### config.mk
export PLATFORM = sky130hd
export DESIGN_NAME = gb_apu_frame_sequencer
export DESIGN_NICKNAME = d
export VERILOG_FILES = /design/src/rtl/gb_apu_frame_sequencer.sv
export SDC_FILE = /design/constraint.sdc
export NUM_CORES = 1
export LEC_CHECK = 0
export ABC_AREA = 1
export BUFFER_PORTS_ARGS = -buffer_cell sky130_fd_sc_hd__buf_2
export CAP_MARGIN = 10
export CORE_UTILIZATION = 50
export CTS_BUF_LIST = sky130_fd_sc_hd__clkbuf_2
export DETAILED_ROUTE_END_ITERATION = 6
export PLACE_DENSITY = 0.76
export REMOVE_ABC_BUFFERS = 1
export SLEW_MARGIN = 20
export SYNTH_ARGS = -nofsm -noshare
export SYNTH_HDL_FRONTEND = slang
export SYNTH_SLANG_ARGS = --single-unit
### constraint.sdc
create_clock -name clk -period 1.3 [get_ports clk]
set_input_delay 0.13 -clock clk [delete_from_list [all_inputs] [get_ports clk]]
set_output_delay 0.13 -clock clk [all_outputs]
set_load 0.005 [all_outputs]
### src/rtl/gb_apu_frame_sequencer.sv
// gb_apu_frame_sequencer: 512 Hz APU frame sequencer emitting one-cycle length/envelope/sweep strobes.
// Define GB_APU_FS_EXT_DIV_EN to take frame timing from div_bit falling edges instead of the prescaler.
module gb_apu_frame_sequencer #(
  parameter int CLK_DIV = 8192,
  parameter int DIV_W   = 13
) (
  input  logic       clk,
  input  logic       reset,
  input  logic       apu_enable,
  input  logic       div_bit,
  output logic       clk_length_ctr,
  output logic       clk_vol_env,
  output logic       clk_sweep,
  output logic [2:0] step
);

  // Strobe pattern for the executing step, packed as {length, sweep, envelope}.
  function automatic logic [2:0] step_strobes(input logic [2:0] s);
    logic [2:0] r;
    case (s)
      3'd0, 3'd4: r = 3'b100;
      3'd2, 3'd6: r = 3'b110;
      3'd7:       r = 3'b001;
      default:    r = 3'b000;
    endcase
    return r;
  endfunction

  logic       tick_s;
  logic [2:0] step_r;
  logic [2:0] strobe_r;

`ifdef GB_APU_FS_EXT_DIV_EN
  logic             div_q_r;
  logic [DIV_W-1:0] unused_cfg_s;

  assign unused_cfg_s = DIV_W'(CLK_DIV);

  // div_q follows div_bit even while disabled so a stale high cannot fake a falling edge on enable.
  always_ff @(posedge clk or posedge reset) begin
    if (reset) begin
      div_q_r <= 1'b0;
    end else begin
      div_q_r <= div_bit;
    end
  end

  // Frame event on each falling edge of the external divider bit.
  always_comb begin
    tick_s = apu_enable && div_q_r && !div_bit;
  end
`else
  localparam logic [DIV_W-1:0] DIV_LAST = DIV_W'(CLK_DIV - 1);

  logic [DIV_W-1:0] prescaler_r;
  logic             unused_div_s;

  assign unused_div_s = div_bit;

  // Frame event on the last prescaler count of each frame step.
  always_comb begin
    tick_s = apu_enable && (prescaler_r == DIV_LAST);
  end

  // Prescaler counts enabled clocks and wraps on each frame event.
  always_ff @(posedge clk or posedge reset) begin
    if (reset) begin
      prescaler_r <= '0;
    end else if (!apu_enable || tick_s) begin
      prescaler_r <= '0;
    end else begin
      prescaler_r <= prescaler_r + DIV_W'(1);
    end
  end
`endif

  // Step counter and registered strobes; disabling parks at step 0 after any in-flight strobe.
  always_ff @(posedge clk or posedge reset) begin
    if (reset) begin
      step_r   <= 3'd0;
      strobe_r <= 3'b000;
    end else if (!apu_enable) begin
      step_r   <= 3'd0;
      strobe_r <= 3'b000;
    end else if (tick_s) begin
      step_r   <= step_r + 3'd1;
      strobe_r <= step_strobes(step_r);
    end else begin
      strobe_r <= 3'b000;
    end
  end

  assign clk_length_ctr = strobe_r[2];
  assign clk_sweep      = strobe_r[1];
  assign clk_vol_env    = strobe_r[0];
  assign step           = step_r;

endmodule

==> PnR_summary.wiki <==
{| class="wikitable"
! Metric !! Value
|-
| Crit path buf inv count || 1
|-
| Most instantiated cells after synthesis || sky130_fd_sc_hd__nand2_1, sky130_fd_sc_hd__nor2_1, sky130_fd_sc_hd__dfrtp_1, sky130_fd_sc_hd__inv_1, sky130_fd_sc_hd__nand3_1
|-
| Routed via count divided by cell count || 4.965
|-
| Total Die Area || 2206 um^2
|-
| Number of buffer cells added on primary ports || 8
|-
| Cell seen most often among critical-path stages || sky130_fd_sc_hd__nand2_1
|-
| Setup CP Type || flip-flop to flip-flop
|-
| Leakage Power || 0.6172 nW
|-
| Overall via count from detail_route || 844
|-
| Final worst path period share || 97.73%
|-
| Antenna cells || 0
|-
| Worst slack, placed || -0.02072 ns
|-
| Max-capacitance violation count || 0
|-
| Final ANT Viol Nets || 0
|-
| Placeable core region || 1802 um^2
|-
| Final design utilization || 70.35%
|-
| Floorplan row count || 15
|-
| Max Transition Viols Final || 0
|-
| Ratio of cells with drive above 1 in the final layout || 33.10%
|-
| Effective utilization at floorplan || 56.11%
|-
| CTS root buf || sky130_fd_sc_hd__clkbuf_2
|-
| Vias in the first global route || 737
|-
| Post-synth EDFFs || 0
|-
| NumNets Final || 155
|-
| DP Wirelength || 1245 um
|-
| Netlist cell types || 16
|-
| GR Overflow Total || 0
|-
| Warnings, synthesis || 0
|-
| Achievable clock frequency || 787.1 MHz
|-
| Seq/Total Area, Yosys || 47.03%
|-
| Clock buffer count from CTS || 3
|-
| Family with the most delay on the worst path || simple AND/OR/NAND/NOR gates
|-
| Area Growth Syn to Fin || 25.37%
|-
| Post-layout total power || 0.9435 mW
|-
| Gpl congestion || 0.8113
|-
| Worst setup EP type || flip-flop
|-
| Wire length of the first global-routing pass || 2925 um
|-
| TritonCTS clock tree || done
|-
| Post-route clock skew || 0.001850 ns
|-
| Setup slack on the worst flop-to-flop path || 0.03 ns
|-
| Setup repair after global routing missed its margin || yes
|-
| Maximum cell stage delay along the critical path || 0.40 ns
|-
| Number of buffers on the longest clock path || 2
|-
| Async S/R FF share, synth || 100.0%
|-
| H-tree Lvls || 1
|-
| Largest area contributor in the netlist || sky130_fd_sc_hd__dfrtp_1
|-
| Crit path max fanout || 3
|-
| # fillers || 138
|-
| DR iter-0 viols || 15
|-
| Arrival time of data at the critical path endpoint || 1.54 ns
|-
| Post-CTS clock slew at the launch and capture registers of the worst setup and hold paths || 0.19 ns
|-
| Clock latency on the worst-skew pair || 0.32 ns
|-
| Ordered cell list for the critical path || ha_2 -> buf_4 -> nand3_2 -> nor2_2 -> nand2_1 -> nand2_1 -> nand2_1 -> nor2_1
|-
| Area share of the largest cell type after synthesis || 47.03%
|-
| Layout Cells excl Fill || 170
|-
| Die span in x || 46.97 um
|-
| Initial antenna violation count || 0
|-
| Most common flop cell mapped by yosys || sky130_fd_sc_hd__dfrtp_1
|-
| Master of the slowest instance on the critical path || sky130_fd_sc_hd__dfrtp_1
|-
| Top cells by area, synth || sky130_fd_sc_hd__dfrtp_1, sky130_fd_sc_hd__nand2_1, sky130_fd_sc_hd__nor2_1, sky130_fd_sc_hd__nand3_1, sky130_fd_sc_hd__ha_1
|-
| Area of the mapped netlist || 1011 um^2
|-
| Worst setup SP type || flip-flop
|-
| Average wire per cell in the routed design || 11.80 um
|-
| Highest ir drop seen on vdd || 0.0005990 V
|-
| Worst Hold Class || input port to flip-flop
|-
| Final Hold Viols || 0
|-
| Count of pins on the block boundary || 10
|-
| Required time at the endpoint of the critical path || 1.57 ns
|-
| Post-synthesis register bit count || 19
|-
| Number of endpoints failing setup at the final stage || 0
|-
| WL final || 2006 um
|-
| Run status || completed
|-
| Dominant cell by count in the synthesized netlist || sky130_fd_sc_hd__nand2_1
|-
| Total track usage || 18.78%
|-
| Pin count of the biggest net entering global routing || 20
|-
| Tightest Pin Transition || 0.3634 ns
|-
| Mean instance size in the synthesized netlist || 8.024 um^2
|-
| Post-Syn Instances || 126
|-
| Residual DRC || 0
|-
| Initial DRT Pass Iterations || 4
|-
| Hold slack || 0.1839 ns
|-
| Die outline height || 46.97 um
|-
| Instance count after placement with tap cells included || 161
|-
| Sinks on the clock net || 19
|-
| Worst slew margin || 75.77%
|-
| Post-layout minimum cycle time || 1.271 ns
|-
| Setup slack after layout || 0.02949 ns
|-
| Power density over the cells || 744.4 nW/um^2
|}
state kept, by name, summed over array words and instances (netlist names):
signal / cells
strobe_r: 3
prescaler_r: 13
step: 3
worst min-delay path: stages:
cell and delay [ns]:
sky130_fd_sc_hd__buf_2 0.22, sky130_fd_sc_hd__nand2_1 0.11, sky130_fd_sc_hd__nor2_1 0.04
metrics by stage:
stage | area [um^2] | TNS (ns)
global route | 1267 | -0.2778
detailed placement | 1096 | -0.02072
floorplan | 994.7 | 0
finish | 1267 | 0
global placement | 1096 | 0
CTS | 1140 | 0
kinds of logic (layout without fill, tap and decap cells):
family                     Yosys count  count (layout)  synth area share, %
DFF                                 19              19                47.03
buffers and inverters               19              37                7.920
adders and majority gates            5               5                6.188
xor gates and xnor gates             5               5                4.332
and+or+nand+nor                     78              79                34.53
power by group:
group / leakage (nW) / total, mW / internal (mW) / switching (mW)
combinational: 0.341 / 0.0723 / 0.0286 / 0.0437
clock: 0.0164 / 0.265 / 0.0697 / 0.195
sequential: 0.260 / 0.607 / 0.599 / 0.00718
final timing paths:
kind,to,depth (start not counted),from
max,prescaler_r[10],8,prescaler_r[0]
min reg2reg,step[2],2,step[2]
min in group asynchronous,step[1],4,reset
max in group asynchronous,prescaler_r[2],4,reset
min,strobe_r[0],3,apu_enable
max reg2reg,prescaler_r[10],8,prescaler_r[0]
layout by cell type, fill, tap and decap left out, drive strengths merged:
| cell | count |
|---|---|
| clkbuf | 3 |
| dfrtp | 19 |
| xnor2 | 3 |
| nand2 | 34 |
| buf | 15 |
| dlygate4sd3 | 1 |
| clkinv | 1 |
| inv | 17 |
| nor2 | 27 |
| nor3 | 1 |
| nand3 | 14 |
| xor2 | 2 |
| ha | 5 |
| nand4 | 3 |
metal layers:
metal	track usage, %	routed length [um]	up-vias	share of wire [%]
met4	6.857	24	0	1.2
met3	3.462	69	4	3.4
li1	-	-	430	-
met5	0	0	-	0
met2	31.11	995	18	50
met1	24.57	916	392	46
cell type report:
type	count	area [um^2]	share of cell area, %
inverter	17	66.31	5.232
timing repair buffer	16	102.6	8.095
clock buffer	3	15.01	1.185
multi-input combinational	89	569.3	44.92
clock inverter	1	5.005	0.3949
sequential	19	478.0	37.71
tap	25	31.28	2.468
timing repair:
item,CTS,global route
setup buffers,0,3
resized for setup,2,26
gates cloned,0,1
endpoints found under the setup margin,8,19
hold endpoints to repair,19,0
hold buffers,1,0
pin swaps,0,8
No activity file was read; power rests on OpenSTA's default activity.
